<file path="src/rtl/mw_pipe_reg.sv">
// ---------------------------------------------------------------------------
// mw_pipe_reg
//   M/W pipeline stage register and writeback data path. It captures the
//   memory-stage results on every clk edge, extends the loaded data and
//   selects the writeback value. The outputs drive the register file write
//   port directly.
//
// Parameters
//   LINK_OFFSET  byte offset added to the PC for a link writeback (jal/jalr)
//   RESET_PC     W_PC value after reset or flush
//
// Ports
//   clk          clock; all state updates happen on posedge
//   reset        asynchronous, active-high; clears all stage state
//   stall        holds the W-stage contents this cycle
//   flush        loads a bubble (no register write) at the next posedge
//   M_PC         PC of the instruction in M
//   M_RegWrite   the instruction in M writes a register
//   M_A3         destination register of the instruction in M
//   M_WBSel      00 ALU, 01 load data, 10 PC+LINK_OFFSET, 11 ALU
//   M_ALUout     ALU/E-stage result carried through M
//   M_DMrd       raw aligned word read from data memory
//   M_LoadOp     000 lw, 001 lbu, 010 lb, 011 lhu, 100 lh, others as lw
//   M_Addr       byte offset of the load (address[1:0])
//   W_PC         PC of the instruction in W
//   W_RegWrite   register file write enable (never asserted for $0)
//   W_A3         register file write address
//   W_DMout      final writeback data
// ---------------------------------------------------------------------------
module mw_pipe_reg #(
  parameter logic [31:0] LINK_OFFSET = 32'd8,
  parameter logic [31:0] RESET_PC    = 32'h0000_3000
) (
  input  logic        clk,
  input  logic        reset,
  input  logic        stall,
  input  logic        flush,
  input  logic [31:0] M_PC,
  input  logic        M_RegWrite,
  input  logic [4:0]  M_A3,
  input  logic [1:0]  M_WBSel,
  input  logic [31:0] M_ALUout,
  input  logic [31:0] M_DMrd,
  input  logic [2:0]  M_LoadOp,
  input  logic [1:0]  M_Addr,
  output logic [31:0] W_PC,
  output logic        W_RegWrite,
  output logic [4:0]  W_A3,
  output logic [31:0] W_DMout
);

  // Load operation encodings
  localparam logic [2:0] LOAD_LW  = 3'b000;
  localparam logic [2:0] LOAD_LBU = 3'b001;
  localparam logic [2:0] LOAD_LB  = 3'b010;
  localparam logic [2:0] LOAD_LHU = 3'b011;
  localparam logic [2:0] LOAD_LH  = 3'b100;

  // Writeback source encodings
  localparam logic [1:0] WB_ALU  = 2'b00;
  localparam logic [1:0] WB_LOAD = 2'b01;
  localparam logic [1:0] WB_LINK = 2'b10;

  // ------------------------------------------------------------------------
  // Stage registers
  // ------------------------------------------------------------------------
  logic [31:0] r_pc;
  logic        r_regwrite;
  logic [4:0]  r_a3;
  logic [1:0]  r_wbsel;
  logic [31:0] r_aluout;
  logic [31:0] r_dmrd;
  logic [2:0]  r_loadop;
  logic [1:0]  r_addr;

  // flush takes priority over stall, so a held instruction can still be
  // squashed. A flush loads exactly the reset image.
  always_ff @(posedge clk or posedge reset) begin
    if (reset) begin
      r_pc       <= RESET_PC;
      r_regwrite <= 1'b0;
      r_a3       <= '0;
      r_wbsel    <= '0;
      r_aluout   <= '0;
      r_dmrd     <= '0;
      r_loadop   <= '0;
      r_addr     <= '0;
    end else if (flush) begin
      r_pc       <= RESET_PC;
      r_regwrite <= 1'b0;
      r_a3       <= '0;
      r_wbsel    <= '0;
      r_aluout   <= '0;
      r_dmrd     <= '0;
      r_loadop   <= '0;
      r_addr     <= '0;
    end else if (!stall) begin
      r_pc       <= M_PC;
      r_regwrite <= M_RegWrite;
      r_a3       <= M_A3;
      r_wbsel    <= M_WBSel;
      r_aluout   <= M_ALUout;
      r_dmrd     <= M_DMrd;
      r_loadop   <= M_LoadOp;
      r_addr     <= M_Addr;
    end
  end

  // ------------------------------------------------------------------------
  // Load extension
  // ------------------------------------------------------------------------
  logic [7:0]  w_byte;
  logic [15:0] w_half;
  logic [31:0] w_load;

  always_comb begin
    w_byte = r_dmrd[7:0];
    unique case (r_addr)
      2'd0: w_byte = r_dmrd[7:0];
      2'd1: w_byte = r_dmrd[15:8];
      2'd2: w_byte = r_dmrd[23:16];
      2'd3: w_byte = r_dmrd[31:24];
    endcase
  end

  // Halfword selection uses only Addr[1]; a misaligned Addr[0] is ignored.
  assign w_half = r_addr[1] ? r_dmrd[31:16] : r_dmrd[15:0];

  always_comb begin
    w_load = r_dmrd;
    case (r_loadop)
      LOAD_LBU: w_load = {24'd0, w_byte};
      LOAD_LB:  w_load = {{24{w_byte[7]}}, w_byte};
      LOAD_LHU: w_load = {16'd0, w_half};
      LOAD_LH:  w_load = {{16{w_half[15]}}, w_half};
      LOAD_LW:  w_load = r_dmrd;
      default:  w_load = r_dmrd;
    endcase
  end

  // ------------------------------------------------------------------------
  // Writeback selection
  // ------------------------------------------------------------------------
  logic [31:0] w_link;
  logic [31:0] w_wbdata;

  // 32-bit add; the link address wraps around the top of the address space.
  assign w_link = r_pc + LINK_OFFSET;

  always_comb begin
    w_wbdata = r_aluout;
    case (r_wbsel)
      WB_LOAD: w_wbdata = w_load;
      WB_LINK: w_wbdata = w_link;
      WB_ALU:  w_wbdata = r_aluout;
      default: w_wbdata = r_aluout;
    endcase
  end

  // ------------------------------------------------------------------------
  // Outputs
  // ------------------------------------------------------------------------
  // Writes to $0 are suppressed here so that neither the register file nor
  // any forwarding path downstream ever sees one.
  assign W_RegWrite = r_regwrite & (r_a3 != 5'd0);
  assign W_A3       = r_a3;
  assign W_PC       = r_pc;
  assign W_DMout    = w_wbdata;

endmodule

</file>
<file path="config.mk">
export PLATFORM = sky130hd
export DESIGN_NAME = mw_pipe_reg
export DESIGN_NICKNAME = d
export VERILOG_FILES = /design/src/rtl/mw_pipe_reg.sv
export SDC_FILE = /design/constraint.sdc
export NUM_CORES = 1
export LEC_CHECK = 0
export BUFFER_PORTS_ARGS = -buffer_cell sky130_fd_sc_hd__buf_2
export CORE_MARGIN = 1
export CORE_UTILIZATION = 40
export CTS_CLUSTER_DIAMETER = 100
export DETAILED_ROUTE_END_ITERATION = 12
export GPL_TIMING_DRIVEN = 1
export PLACE_DENSITY_LB_ADDON = 0.2
export RECOVER_POWER = 50
export SLEW_MARGIN = 20
export SYNTH_ARGS = -nofsm -noshare
export SYNTH_HDL_FRONTEND = slang
export SYNTH_SLANG_ARGS = --single-unit
</file>
<file path="constraint.sdc">
create_clock -name clk -period 3.9 [get_ports clk]
set_input_delay 0.195 -clock clk [delete_from_list [all_inputs] [get_ports clk]]
set_output_delay 0.195 -clock clk [all_outputs]
set_load 0.05 [all_outputs]
</file>
==> impl_metrics.py, run 1 <==
metrics = {
    "clock_tree": {
        "clockBufferDepth": 2,
        "htreeDepth": 3,
        "ctsResizeCount": 0,
        "cts_buffers": 9,
        "cts_tree": "done",
        "clkTransAtPathRegs_ns": 0.08,
        "clk_latency_ns": 0.36,
        "cts_root_buffer": "clkbuf_16",
        "clock_sinks": 109,
    },
    "placement": {
        "dp_hpwl_mm": 13.8,
        "place.gp.congestion": 0.878,
        "io_buffer_count": 182,
        "place_worst_setup_slack_ns": 0.764,
        "place_area_um2": 7120,
    },
    "synthesis": {
        "syn-num-nets": 724,
        "yosysMostFrequentCell": "nor2_1",
        "syn_inst": 608,
        "synth.area.top_cells": "dfrtp_1 44%, mux2i_1 18%, nor2_1 8.1%, xnor2_1 2.4%, o221ai_1 2.1%",
        "ys_types": 56,
        "synth-edff-count": 0,
        "yosys_most_used_dff": "dfrtp_1",
        "synth_top_family_by_area": "multiplexers",
        "synth.avg_cell_area_um2": 10.1,
        "synth_mux_area_share_pct": 19.5,
        "seq_area_frac_synth_pct": 44.6,
        "yosysTopAreaCellShare_pct": 43.7,
        "yosys.area.top_type": "dfrtp_1",
        "synth_top_cells_by_count": "132 x nor2_1, 108 x mux2i_1, 107 x dfrtp_1, 26 x nand2_1, 25 x clkbuf_1",
        "synth_adder_area_share_pct": 0.613,
        "syn_area_um2": 6130,
        "synthSimpleGateAreaFrac_pct": 16.1,
        "ys_async_sr_fraction_pct": 100,
        "synth_xor_area_share_pct": 4.15,
        "synth_seq_cells": 109,
        "yosysWarningCount": 0,
        "synth-compound-area-share_pct": 10.8,
    },
    "pwr": {
        "power.total_w": 0.00297,
        "p_int_w": 0.00202,
        "seqPwrFrac_pct": 43.2,
        "pwr_density_cell_nw_per_um2": 399,
        "p_sw_w": 0.000952,
        "clockPowerShare_pct": 35.0,
        "leakagePower_nw": 3.74,
        "peakVddDrop_mv": 0.255,
        "combPwrFrac_pct": 21.8,
        "p_sw_share_pct": 32.1,
    },
    "critical_path": {
        "ff2ff_setup_slack_ns": 2.70,
        "cp.arrival_ns": 3.34,
        "critical_path_class": "flip-flop to primary output",
        "crit_required_ns": 3.70,
        "crit_slowest_cell": "dfrtp_1",
        "r2r-start": "r_addr[1]",
        "reg2reg_depth": 2,
        "critPathCaptureType": "primary output",
        "critPathLaunchType": "flip-flop",
        "cp_max_fo": 21,
        "critPathMaxStageDelay_ns": 0.79,
        "cp_num_buf_inv": 2,
        "worstPathCellList": "mux4_2 > nor4bb_1 > buf_4 > o21ai_2 > nor2_1 > a221o_1 > buf_2",
        "crit_family": "compound AO/OA/AOI/OAI gates",
        "reg2reg_to": "r_addr[1]",
    },
    "grt": {
        "overflow": 0,
        "antenna_found_initial": 0,
        "grt_pass1_vias": 5047,
        "grt_pass1_wl_mm": 29.3,
        "grt_usage_pct": 24.2,
        "grt_max_degree": 110,
    },
    "final_layout": {
        "drive_above_1_share_pct": 27.6,
        "design_area_um2": 7450,
        "area_growth_pct": 21.5,
        "antenna_cells": 0,
        "nets": 882,
    },
    "detailed_routing": {
        "drc": 0,
        "vias": 5265,
        "wl_mm": 18.9,
        "vias_per_cell": 5.51,
        "drt_first_pass_iters": 5,
        "drt_iter0_markers": 375,
        "ant_nets": 0,
        "wire_per_inst_um": 19.8,
    },
    "job": {
        "cap_violations": 2,
    },
    "sta": {
        "rsz0062_at_grt": "false",
        "finalHoldViolations": 0,
        "min_period_over_period_pct": 90.6,
        "drv_slew": 138,
        "fin_crit_ns": 3.53,
        "setup-tns-final_ns": 0,
        "setup-violations-final": 0,
        "worst_slew_pin_slew_ns": 2.95,
        "setup_ws_ns": 0.368,
        "clock_skew_ns": 0,
        "fmax_ghz": 0.283,
        "maxSlewHeadroom_pct": -96.8,
    },
    "floorplanning": {
        "die_y_um": 126,
        "ioPinCount": 183,
        "num_rows": 44,
        "dieWidth_um": 126,
        "core_um2": 14800,
        "start_util_pct": 41.5,
        "dieArea_um2": 15800,
    },
    "run_status": {
        "failed_checks": "capacitance limit, slew limit",
        "status": "finished with violations",
    },
    "hold_path": {
        "worstHoldStart": "M_ALUout[18]",
        "whs_endpoint": "r_aluout[18]",
        "whs_path_depth": 3,
        "hold_class": "input pin to flip-flop",
    },
}
## layer usage
layer	vias up	routed length, µm	global-route usage [%]
met5	-	0	0
met4	0	120	4.54
met3	12	1320	6.50
met2	186	8610	36.0
met1	2567	8830	35.4
li1	2500	-	-
## cells by family after synthesis
logic type / count (synthesis)
buffers and inverters: 55
xor gates and xnor gates: 29
DFF: 109
AOI/OAI and AO/OA: 83
muxes: 117
and+or+nand+nor: 212
adders and majority gates: 3
## worst reg2reg max path, stage by stage, from the launching register on
cell,delay [ns]
dfrtp_1,0.79
mux2i_1,0.17
nor2_1,0.17
## power by group through the flow
stage               combinational [W]  clock (W)  sequential, W
floorplan                    0.000393          0        0.00134
global placement             0.000638          0        0.00130
detailed placement           0.000642          0        0.00130
CTS                          0.000644    0.00105        0.00128
global route                 0.000699    0.00110        0.00129
finish                       0.000648    0.00104        0.00128
## per-stage QoR
stage                     utilization [%]  hold slack, ns  instances
after floorplan                         -           0.348        608
after global placement               48.3           0.289        938
after detailed placement             48.3           0.298        938
after CTS                            50.6          0.0628        955
after global routing                 50.5          0.0630        955
final                                50.5          0.0672        955
## cell type report
| cell class | instances | area (µm²) |
|---|---|---|
| Multi-Input combinational cell | 444 | 3130 |
| Fill cell | 1389 | 7310 |
| Timing Repair Buffer | 193 | 985 |
| Inverter | 9 | 35.0 |
| Sequential cell | 109 | 2730 |
| Clock inverter | 4 | 77.6 |
| Tap cell | 184 | 230 |
| Clock buffer | 12 | 256 |
## state kept, by name, summed over array words and instances, names as in the netlist
| name | cells |
|---|---|
| W_A3 | 5 |
| W_PC | 32 |
| r_addr | 2 |
| r_aluout | 32 |
| r_dmrd | 32 |
| r_loadop | 3 |
| r_regwrite | 1 |
| r_wbsel | 2 |
## worst max path at each step
stage	end	cells after the start	slack, ns	startpoint
2_1_floorplan	W_DMout[23]	7	0.72	W_PC[3]
3_3_place_gp	W_DMout[28]	7	0.85	r_addr[1]
3_5_place_dp	W_DMout[28]	7	0.76	r_addr[1]
4_1_cts	W_DMout[28]	7	0.37	r_addr[1]
5_1_grt	W_DMout[28]	7	0.15	r_addr[1]
6_report	W_DMout[28]	7	0.37	r_addr[1]
## cells in the final DEF (no fill, tap or decap), drive strengths merged, types with 4 or more instances in the layout
master and count:
a21oi 4, a221oi 6, mux2i 108, nor2 132, a22oi 9, xor2 12
mux2 8, a221o 4, and4 4, inv 10, nor3 5, buf 177
a222oi 8, nor2b 6, a22o 7, o21ai 16, nand3 11, nand2 26
dfrtp 107, xnor2 17, clkbuf 27, o221ai 17, nand4 11
## what timing repair did
action,4_1_cts,5_1_grt
buffers inserted,0,0
hold buffers,1,0
endpoints found under the hold margin,40,0
Power figures use the tool's default switching activity.
==> run 2: changes to the inputs <==
Settings changed: CORE_UTILIZATION 40 to 45.
==> run 2 against run 1 <==
  * The run still ends with capacitance limit, slew limit left
  * Hold slack improved by 0.0090 ns
  * Count of clock-buffer cells in the layout increased by 2
  * Register-to-register slack improved by 0.02 ns
  * Critical endpoint is now W_DMout[11]
  * Largest cell class unchanged
  * Largest power group unchanged
==> impl_metrics.py, run 2 (synthesis gave the netlist of run 1 again) <==
metrics = {
    "grt": {
        "grt_max_degree": 110,
        "overflow": 0,
        "grt_pass1_vias": 5124,
        "grt_usage_pct": 25.8,
        "antenna_found_initial": 0,
        "grt_pass1_wl_mm": 28.0,
    },
    "floorplanning": {
        "dieWidth_um": 119,
        "core_um2": 13200,
        "start_util_pct": 46.3,
        "dieArea_um2": 14100,
        "die_y_um": 119,
        "ioPinCount": 183,
        "num_rows": 42,
    },
    "clock_tree": {
        "clkTransAtPathRegs_ns": 0.07,
        "htreeDepth": 3,
        "postCtsSetupRepairBufs": 0,
        "cts_root_buffer": "clkbuf_16",
        "clockBufferDepth": 2,
        "cts_tree": "done",
        "clk_latency_ns": 0.35,
        "clock_sinks": 109,
        "cts_buffers": 9,
    },
    "critical_path": {
        "crit_slowest_cell": "dfrtp_1",
        "critical_path_class": "flip-flop to primary output",
        "critPathLaunchType": "flip-flop",
        "crit_family": "flip-flops",
        "critPathMaxStageDelay_ns": 0.78,
        "critPathCaptureType": "primary output",
        "cp_max_fo": 21,
        "cp_num_buf_inv": 2,
        "ff2ff_setup_slack_ns": 2.72,
        "crit_required_ns": 3.70,
        "worstPathCellList": "mux4_2 > nor4bb_1 > buf_4 > a221o_1 > a221oi_1 > a21oi_1 > buf_2",
        "cp.arrival_ns": 3.08,
    },
    "final_layout": {
        "instances_no_fill": 949,
        "antenna_cells": 0,
        "drive_above_1_share_pct": 28.6,
        "final_common_cell": "buf_2",
        "fillCellCount": 1222,
        "nets": 884,
        "area_growth_pct": 21.5,
        "layout_common_cells": "172 x buf_2, 132 x nor2_1, 108 x mux2i_1",
    },
    "detailed_routing": {
        "wl_met3_um": 994,
        "drc": 0,
        "wl_mm": 17.7,
        "met2_length_mm": 8.17,
        "vias_per_cell": 5.56,
        "drt_iter0_markers": 279,
        "wire_per_inst_um": 18.6,
        "ant_nets": 0,
        "drt_first_pass_iters": 4,
        "vias": 5273,
        "wl_met1_mm": 8.24,
        "routed.top_layer": "met4",
    },
    "pwr": {
        "clockPowerShare_pct": 33.8,
        "peakVddDrop_mv": 0.236,
        "p_sw_share_pct": 31.6,
        "p_sw_w": 0.000918,
        "seqPwrFrac_pct": 44.3,
        "combPwrFrac_pct": 21.9,
        "pwr_density_cell_nw_per_um2": 390,
        "p_int_w": 0.00198,
        "leakagePower_nw": 3.77,
    },
    "sta": {
        "drv_slew": 87,
        "maxSlewHeadroom_pct": -82.6,
        "setup_ws_ns": 0.624,
        "finalHoldViolations": 0,
        "min_period_over_period_pct": 84.0,
        "worst_slew_pin_slew_ns": 2.74,
        "fin_crit_ns": 3.28,
        "fmax_ghz": 0.305,
        "setup-tns-final_ns": 0,
        "rsz0062_at_grt": "false",
        "setup-violations-final": 0,
        "clock_skew_ns": 0,
    },
    "placement": {
        "io_buffer_count": 182,
        "dp_cells": 932,
        "dp_hpwl_mm": 13.0,
        "place.gp.congestion": 0.891,
        "place_worst_setup_slack_ns": 1.06,
    },
    "hold_path": {
        "hold_class": "input pin to flip-flop",
    },
    "job": {
        "cap_violations": 1,
    },
    "run_status": {
        "failed_checks": "capacitance limit, slew limit",
        "status": "finished with violations",
    },
}
run 2: cell types whose count changed in the layout (fill, tap and decap cells not counted):
cell,before,now
clkbuf_2,1,3
bufinv_16,2,1
clkbuf_1,15,9
buf_2,166,172
inv_6,2,0
clkbuf_8,2,4
clkinv_4,0,1
run 2: worst reg2reg max path, cell delays in order (launching register included):
cell     delay (ns)
dfrtp_1        0.78
mux2i_1        0.16
nor2_1         0.16
run 2: stage by stage:
step	hold WS [ns]	instance area (µm²)	power (W)	utilization, %
3_3_place_gp	0.0918	7130	0.00193	53.8
6_report	0.0762	7440	0.00290	56.2
2_1_floorplan	0.348	6130	0.00173	-
3_5_place_dp	0.0924	7130	0.00194	53.8
4_1_cts	0.0676	7460	0.00292	56.3
5_1_grt	0.0792	7440	0.00302	56.2
run 2: per-layer routing:
| layer | track usage (%) | vias up |
|---|---|---|
| met5 | 0 | - |
| met4 | 7.99 | 0 |
| met3 | 4.49 | 19 |
| met2 | 39.4 | 163 |
| met1 | 37.3 | 2592 |
| li1 | - | 2499 |
run 2: cell type report:
type                    instances  area (µm²)  share of cell area (%)
inverters                       9        35.0                   0.471
multi-input cells             444        3130                    42.1
repair buffers                195        1000                    13.5
clock buffers                  14         284                    3.82
flip-flops and latches        109        2730                    36.7
well taps                     176         220                    2.96
clock inverters                 2        38.8                   0.521
run 2: worst paths after layout:
kind,from,endpoint,cells after the start
min in group asynchronous,reset,W_PC[10],3
min reg2reg,r_aluout[6],r_aluout[6],2
min,M_PC[15],W_PC[15],3
max in group asynchronous,reset,r_dmrd[2],4
max reg2reg,r_addr[1],r_addr[1],2
max,r_addr[1],W_DMout[11],7
run 2: timing repair:
| item | 4_1_cts | 5_1_grt |
|---|---|---|
| endpoints found under the hold margin | 8 | 0 |
| gates resized for setup | 0 | 0 |
| hold buffers | 1 | 0 |
run 2: power groups by stage:
stage | Combinational (W) | Clock, W | Sequential, W
after floorplan | 0.000393 | 0 | 0.00134
after global placement | 0.000625 | 0 | 0.00130
after detailed placement | 0.000630 | 0 | 0.00131
after CTS | 0.000633 | 0.00100 | 0.00128
after global routing | 0.000685 | 0.00104 | 0.00129
final | 0.000635 | 0.000981 | 0.00129
